`src/rtl/edge_det_pkg.sv`:
```
// Shared definitions for the multi-channel edge detector.
// Mode encodings and the direction-qualification helper used by every channel.
package edge_det_pkg;

  typedef enum logic [1:0] {
    MODE_OFF  = 2'b00,
    MODE_RISE = 2'b01,
    MODE_FALL = 2'b10,
    MODE_BOTH = 2'b11
  } mode_e;

  // True when an accepted edge in the given direction should raise edge_pulse.
  function automatic logic mode_allows(input logic [1:0] mode_v, input logic is_rise);
    return (mode_v == MODE_BOTH) ||
           (is_rise ? (mode_v == MODE_RISE) : (mode_v == MODE_FALL));
  endfunction

endpackage

```
`src/rtl/edge_det_chan.sv`:
```
// One edge-detector channel: synchroniser, glitch filter, rise/fall detect,
// sticky flag and saturating event counter. All outputs are registered.
module edge_det_chan
  import edge_det_pkg::*;
#(
  parameter int SYNC_STAGES   = 2,
  parameter int FILTER_CYCLES = 4,
  parameter int CNT_WIDTH     = 8
) (
  input  logic                 clk,
  input  logic                 rst,
  input  logic                 signal_in,
  input  logic [1:0]           mode,
  input  logic                 clear,
  output logic                 edge_pulse,
  output logic                 edge_rise,
  output logic                 edge_fall,
  output logic                 event_flag,
  output logic [CNT_WIDTH-1:0] event_count
);

  localparam int                  FCNT_W    = (FILTER_CYCLES > 1) ? $clog2(FILTER_CYCLES) : 1;
  localparam logic [FCNT_W-1:0]    FCNT_LAST = FCNT_W'(FILTER_CYCLES - 1);
  localparam logic [CNT_WIDTH-1:0] CNT_MAX   = '1;

  logic [SYNC_STAGES-1:0] r_sync;
  logic                   r_filt;
  logic [FCNT_W-1:0]      r_fcnt;
  logic                   r_edge_pulse;
  logic                   r_edge_rise;
  logic                   r_edge_fall;
  logic                   r_event_flag;
  logic [CNT_WIDTH-1:0]   r_event_count;

  logic                   w_synced;
  logic                   w_accept;
  logic                   w_qualify;
  logic                   w_filt_next;
  logic [FCNT_W-1:0]      w_fcnt_next;
  logic                   w_flag_next;
  logic [CNT_WIDTH-1:0]   w_count_next;

  assign w_synced = r_sync[SYNC_STAGES-1];

  // The filter counts consecutive cycles of disagreement; any agreement restarts it.
  always_comb begin
    // NOTE: every signal gets a default before the branches, so no path leaves it unassigned and infers a latch.
    w_filt_next = r_filt;
    w_fcnt_next = '0;
    w_accept    = 1'b0;
    if (w_synced != r_filt) begin
      if (r_fcnt == FCNT_LAST) begin
        w_filt_next = w_synced;
        w_accept    = 1'b1;
      end else begin
        w_fcnt_next = r_fcnt + FCNT_W'(1);
      end
    end
  end

  assign w_qualify = w_accept && mode_allows(mode, w_synced);

  // Clear is applied first so a coinciding qualifying edge still lands as flag=1, count=1.
  always_comb begin
    w_flag_next  = r_event_flag;
    w_count_next = r_event_count;
    if (clear) begin
      w_flag_next  = 1'b0;
      w_count_next = '0;
    end
    if (w_qualify) begin
      w_flag_next = 1'b1;
      if (w_count_next != CNT_MAX) w_count_next = w_count_next + CNT_WIDTH'(1);
    end
  end

  always_ff @(posedge clk) begin
    // NOTE: sequential state uses non-blocking assignments so every flop samples pre-edge values.
    if (rst) begin
      r_sync        <= '0;
      r_filt        <= 1'b0;
      r_fcnt        <= '0;
      r_edge_pulse  <= 1'b0;
      r_edge_rise   <= 1'b0;
      r_edge_fall   <= 1'b0;
      r_event_flag  <= 1'b0;
      r_event_count <= '0;
    end else begin
      r_sync        <= {r_sync[SYNC_STAGES-2:0], signal_in};
      r_filt        <= w_filt_next;
      r_fcnt        <= w_fcnt_next;
      r_edge_pulse  <= w_qualify;
      r_edge_rise   <= w_accept && w_synced;
      r_edge_fall   <= w_accept && !w_synced;
      r_event_flag  <= w_flag_next;
      r_event_count <= w_count_next;
    end
  end

  assign edge_pulse  = r_edge_pulse;
  assign edge_rise   = r_edge_rise;
  assign edge_fall   = r_edge_fall;
  assign event_flag  = r_event_flag;
  assign event_count = r_event_count;

endmodule

```
`src/rtl/multi_edge_detector.sv`:
```
// Multi-channel edge detector for asynchronous board inputs.
// Replicates edge_det_chan per channel; this level only slices the buses.
module multi_edge_detector
  import edge_det_pkg::*;
#(
  parameter int CHANNELS      = 4,
  parameter int SYNC_STAGES   = 2,
  parameter int FILTER_CYCLES = 4,
  parameter int CNT_WIDTH     = 8
) (
  input  logic                          clk,
  input  logic                          rst,
  input  logic [CHANNELS-1:0]           signal_in,
  input  logic [2*CHANNELS-1:0]         mode,
  input  logic [CHANNELS-1:0]           clear,
  output logic [CHANNELS-1:0]           edge_pulse,
  output logic [CHANNELS-1:0]           edge_rise,
  output logic [CHANNELS-1:0]           edge_fall,
  output logic [CHANNELS-1:0]           event_flag,
  output logic [CHANNELS*CNT_WIDTH-1:0] event_count
);

  for (genvar c = 0; c < CHANNELS; c++) begin : g_chan
    edge_det_chan #(
      .SYNC_STAGES  (SYNC_STAGES),
      .FILTER_CYCLES(FILTER_CYCLES),
      .CNT_WIDTH    (CNT_WIDTH)
    ) u_chan (
      .clk        (clk),
      .rst        (rst),
      .signal_in  (signal_in[c]),
      .mode       (mode[2*c +: 2]),
      .clear      (clear[c]),
      .edge_pulse (edge_pulse[c]),
      .edge_rise  (edge_rise[c]),
      .edge_fall  (edge_fall[c]),
      .event_flag (event_flag[c]),
      .event_count(event_count[c*CNT_WIDTH +: CNT_WIDTH])
    );
  end

endmodule

```
`config.mk`:
```
export PLATFORM = sky130hd
export DESIGN_NAME = multi_edge_detector
export DESIGN_NICKNAME = d
export VERILOG_FILES = /design/src/rtl/edge_det_pkg.sv /design/src/rtl/edge_det_chan.sv /design/src/rtl/multi_edge_detector.sv
export SDC_FILE = /design/constraint.sdc
export NUM_CORES = 1
export LEC_CHECK = 0
export ABC_AREA = 1
export BUFFER_PORTS_ARGS = -buffer_cell sky130_fd_sc_hd__buf_4
export CORE_MARGIN = 5
export CORE_UTILIZATION = 35
export CTS_CLUSTER_DIAMETER = 40
export CTS_CLUSTER_SIZE = 24
export DETAILED_ROUTE_END_ITERATION = 6
export GPL_TIMING_DRIVEN = 0
export PLACE_DENSITY = 0.62
export RECOVER_POWER = 25
export SLEW_MARGIN = 30
export SYNTH_ARGS = -nofsm -noshare
export SYNTH_HDL_FRONTEND = slang
export SYNTH_SLANG_ARGS = --single-unit
```
`constraint.sdc`:
```
create_clock -name clk -period 2.99 [get_ports clk]
set_input_delay 0.598 -clock clk [delete_from_list [all_inputs] [get_ports clk]]
set_output_delay 0.598 -clock clk [all_outputs]
set_load 0.005 [all_outputs]
```
# ---- After elaboration in Yosys (flattened, before gate mapping)
# Cells that the tools add are included.
# Widths: inputs -> output; s select.
dict set report op_classes {
  n_addsub 8
  n_eq_ne 24
  n_mux 32
  n_bitwise 4
  reduce_logical 32
}
# op n
set op_table {}
lappend op_table {{$mux 8} 12}
lappend op_table {{$add 8x1->8 const B} 4}
lappend op_table {{$ne 8x8->1 const B} 4}
lappend op_table {{$eq 2x2->1 const B} 12}
lappend op_table {{$mux 1} 20}
lappend op_table {{$logic_and 1x1->1} 12}
lappend op_table {{$reduce_or 3->1} 4}
lappend op_table {{$add 2x1->2 const B} 4}
lappend op_table {{$eq 2x1->1 const B} 4}
lappend op_table {{$reduce_and 2->1} 4}
lappend op_table {{$reduce_bool 2->1} 4}
lappend op_table {{$logic_not 1->1} 4}
lappend op_table {{$logic_or 1x1->1} 4}
lappend op_table {{$ne 1x1->1} 4}
lappend op_table {{$not 1->1} 4}
dict set report word_totals {
  reg_bits 68
  inputBits 18
  out_inout_bits 48
  word_cells 132
}

# ---- Longest topological paths before layout
dict set report logic_depth {
  depth_word 5
  ltp_mapped 10
  ltp_nobuf 9
}

# ---- Modules after synthesis
# Synthesis repeated with hierarchy kept, for this count alone.
dict set report hier_totals {
  cells_unflattened 456
  area_unflattened_um2 3273.1
}
# module n_inst cells_per_inst area_per_inst_um2 seq_area_each_um2
set modules_own_cells {}
lappend modules_own_cells {edge_det_chan 4 114 818.3 340.3}

# ---- Worst setup path after synthesis
# No wires, ideal clock.
dict set report synth_path {
  path_kind {input to register}
  from {in clear[0]}
  to {reg g_chan[0].u_chan.r_event_count[6]}
  setup_time_ns 0.117
  arrival_ns 1.298
  t_required_ns 2.873
  path_slack_ns 1.575
  path_stages 7
  path_buffers 1
  cell_sequence {buf_6 -> nor2_2 -> nand2_1 -> nor2_4 -> nand2_1 -> o21ai_0 -> nor2_1}
}
dict set report synth_between {
  elab_chain_cells 4
  elab_cells_between_ends 5
  cone_classes {add/sub (1); eq/ne (1); mux (3)}
}
# item line
set synth_rtl {}
lappend synth_rtl {{start, declared} multi_edge_detector.sv:15} ;# input logic [CHANNELS-1:0] clear,
lappend synth_rtl {{$mux 8 *} edge_det_chan.sv:67} ;# if (clear) begin
lappend synth_rtl {{$add 8x1->8 or $ne 8x8->1 (tied branches)} edge_det_chan.sv:73} ;# if (w_count_next != CNT_MAX) w_count_next = w_count_next + CNT_WIDTH'(1);
lappend synth_rtl {{$mux 8} edge_det_chan.sv:73}
lappend synth_rtl {{$mux 8 *} edge_det_chan.sv:71} ;# if (w_qualify) begin
lappend synth_rtl {{end signal, assigned} edge_det_chan.sv:96} ;# r_event_count <= w_count_next;
lappend synth_rtl {{end, declared} edge_det_chan.sv:33} ;# logic [CNT_WIDTH-1:0] r_event_count;
# Every way passes the cells marked *; elsewhere a longest branch is shown, timed or not.
# A chain may end at the register's enable or synchronous reset.

# ---- Final worst setup path
dict set report layout_path {
  from {in rst}
  to {reg g_chan[3].u_chan.r_event_count[0]}
}
# item line
set layout_lines {}
lappend layout_lines {{start, declared} multi_edge_detector.sv:12} ;# input logic rst,
lappend layout_lines {{end signal, assigned} edge_det_chan.sv:96}
lappend layout_lines {{end, declared} edge_det_chan.sv:33}
# No word-level cell between the ends.

==> results.ini <==
[final_layout]
insertedDiodeCount=0
fillers=942
area_growth_pct=23.5
multi_input_area_um2=1420
register_area_um2=1360
drive_above_1_share_pct=23.2
num-nets-final=565

[yosys]
syn-num-nets=491
netlist_area_um2=3300
synth-simple-area-share_pct=33.6
syn_avg_cell_area_um2=7.03
synth.area.mux_share_pct=0
yosys_warnings=0
synth-edff-count=0
synth_top_family_by_area=simple AND/OR/NAND/NOR gates
yosys-top-cells-area=dfxtp_1 (41%), nand2_1 (11%), inv_1 (9.2%), nor2_1 (8.3%), buf_4 (4.1%)
synth_adder_area_share_pct=1.52
yosys-top-cells-count=nand2_1 (98), inv_1 (81), nor2_1 (73), dfxtp_1 (68), nand3_1 (23)
synth_cell_types=37
netlist_instances=469
synth-seq-cells=68
yosysMostFrequentCell=nand2_1
netlist.top_cell.by_area=dfxtp_1
synth_compound_area_share_pct=7.37
ys.flop_type=dfxtp_1
ys_seq_area_share_pct=41.3
async_reset_ff_share_pct=0
synth-xor-area-share_pct=0.532
synth.top_cell.area_share_pct=41.3

[worst_hold_path]
hold_start=g_chan[1].u_chan.r_sync[0]$_SDFF_PP0_
hp-class=reg2reg
hold_depth=2

[route]
wl_per_cell_um=11.6
wl_mm=7.65
drc=0
drt_iter0_markers=112
vias_per_cell=4.55
final_antenna_net_count=0
firstDrtPassIters=4
dr_total_vias=2998

[global_routing]
grt_antenna_before_repair=0
grt-ovfl-total=0
grt_pass1_wl_mm=12.8
grt_pass1_vias=2769
grt_max_degree=11
track_usage_pct=14.1

[worst_setup_path]
startpoint=rst
cp.required_ns=3.22
r2r_slack_ns=1.55
reg2regPathDepth=7
worstSetupEndpointType=flip-flop
start_kind=input port
r2r-start=g_chan[3].u_chan.r_fcnt[0]$_SDFF_PP0_
cp.arrival_ns=1.95
r2r_end=g_chan[3].u_chan.event_count[6]$_SDFF_PP0_
endpoint=g_chan[3].u_chan.event_count[0]$_SDFF_PP0_
worstSetupPathType=in2reg
critPathMaxFanout=10

[flow_run]
cap_viol_max_count=0

[cts]
cts_buffers=9
htreeDepth=3
clkTransAtPathRegs_ns=0.07
cts_hold_buf=0
clkSinkCount=68
clk_latency_ns=0.34
cts_setup_buffers=0
root_buffer=clkbuf_8
clock_path_buffers=2
cts-resized-gates=0
cts_tree=done

[placed_design]
io_buffers=63
place_congestion=0.886
dp_slack_ns=1.17
post-dp-hpwl_mm=5.69

[timing]
finalSetupTns_ns=0
hold_viol=0
period_needed_ns=1.71
rsz0062_at_grt=no
skew_ns=0.00722
worst_slack_ns=1.28
post-route-period-util_pct=57.2
max_slew_margin_pct=60.4
finalMaxSlewViolations=0
setup_viol=0
tightest_slew_ns=0.594
fmax_ghz=0.584

[floorplanning]
core-area_um2=9200
die_h_um=107
num_rows=35
ios=66
initial_core_util_pct=35.8
die_w_um=107
dieArea_um2=11500

[power_and_ir_drop]
vdd_drop_max_v=0.000211
seqPwrFrac_pct=55.9
p_leak_nw=1.93
powerDensity_nw_per_um2=403
power_frac_comb_pct=4.1
clock_power_share_pct=39.9
netSwitchingFraction_pct=23.1
switchingPower_uw=379
intPower_mw=1.26

[outcome]
status=finished clean

worst min path at each step:
stage                     slack (ns)                               endpoint
after floorplan                 0.39  g_chan[0].u_chan.r_sync[1]$_SDFF_PP0_
after global placement          0.39  g_chan[1].u_chan.r_sync[1]$_SDFF_PP0_
after detailed placement        0.39  g_chan[2].u_chan.r_sync[1]$_SDFF_PP0_
after CTS                       0.40  g_chan[2].u_chan.r_sync[1]$_SDFF_PP0_
after global routing            0.41  g_chan[2].u_chan.r_sync[1]$_SDFF_PP0_
final                           0.40  g_chan[1].u_chan.r_sync[1]$_SDFF_PP0_
cells in the final DEF, fill, tap and decap left out, drive strengths merged:
cell	instances
a211oi	2
a21boi	1
a21oi	19
a31oi	2
and3	1
buf	85
clkbuf	18
clkinv	3
dfxtp	68
ha	4
inv	85
nand2	101
nand3	29
nand3b	1
nand4	15
nor2	85
nor3	8
nor4	1
o211ai	3
o21ai	14
o21bai	1
xor2	2
stage by stage:
step	power [mW]	area (um2)	util, %	hold WS [ns]	instances
final	1.64	4070	44.2	0.401	659
after global routing	1.72	4070	44.2	0.415	659
after CTS	1.66	4070	44.3	0.403	659
after detailed placement	1.01	3910	42.5	0.395	643
after global placement	1.01	3910	42.5	0.391	643
after floorplan	0.971	3300	-	0.388	469
area by class of cell:
class                           count  area share [%]
Multi-Input combinational cell    289            34.9
Sequential cell                    68            33.5
Timing Repair Buffer               63            11.6
Inverter                           86            8.00
Buffer                             26            4.64
Clock buffer                       14            3.75
Tap cell                          111            3.41
Clock inverter                      2           0.246
per-layer routing:
metal | track usage [%] | vias up | part of all wire, % | wire, um
li1 | - | 1590 | - | -
met2 | 22.2 | 70 | 45 | 3430
met5 | 0 | - | 0 | 0
met1 | 17.8 | 1327 | 47 | 3600
met3 | 4.39 | 11 | 6.4 | 487
met4 | 6.03 | 0 | 1.7 | 129
state kept, by name, summed over array words and instances (netlist names):
name                       count
g_chan.u_chan.event_flag       4
g_chan.u_chan.edge_fall        4
g_chan.u_chan.r_fcnt           8
g_chan.u_chan.edge_rise        4
g_chan.u_chan.r_sync           8
g_chan.u_chan.event_count     32
g_chan.u_chan.edge_pulse       4
g_chan.u_chan.r_filt           4
power groups by stage:
| stage | sequential (mW) | combinational [mW] | clock, mW |
|---|---|---|---|
| finish | 0.916 | 0.0680 | 0.654 |
| global placement | 0.936 | 0.0687 | 0 |
| global route | 0.916 | 0.0765 | 0.722 |
| floorplan | 0.936 | 0.0348 | 0 |
| CTS | 0.916 | 0.0701 | 0.679 |
| detailed placement | 0.937 | 0.0699 | 0 |
worst max-delay path, cell delays in order:
cell,delay [ns]
clkbuf_1,0.37
clkinv_1,0.45
buf_2,0.34
o211ai_1,0.12
inv_1,0.05
kinds of logic (layout without fill, tap and decap cells):
kind of cell | count (synthesis) | count (layout)
simple gates | 241 | 241
buf+inv | 112 | 191
fa+ha+maj | 4 | 4
flops | 68 | 68
xor+xnor | 2 | 2
compound gates | 42 | 42
No activity file was read; power rests on OpenSTA's default activity.
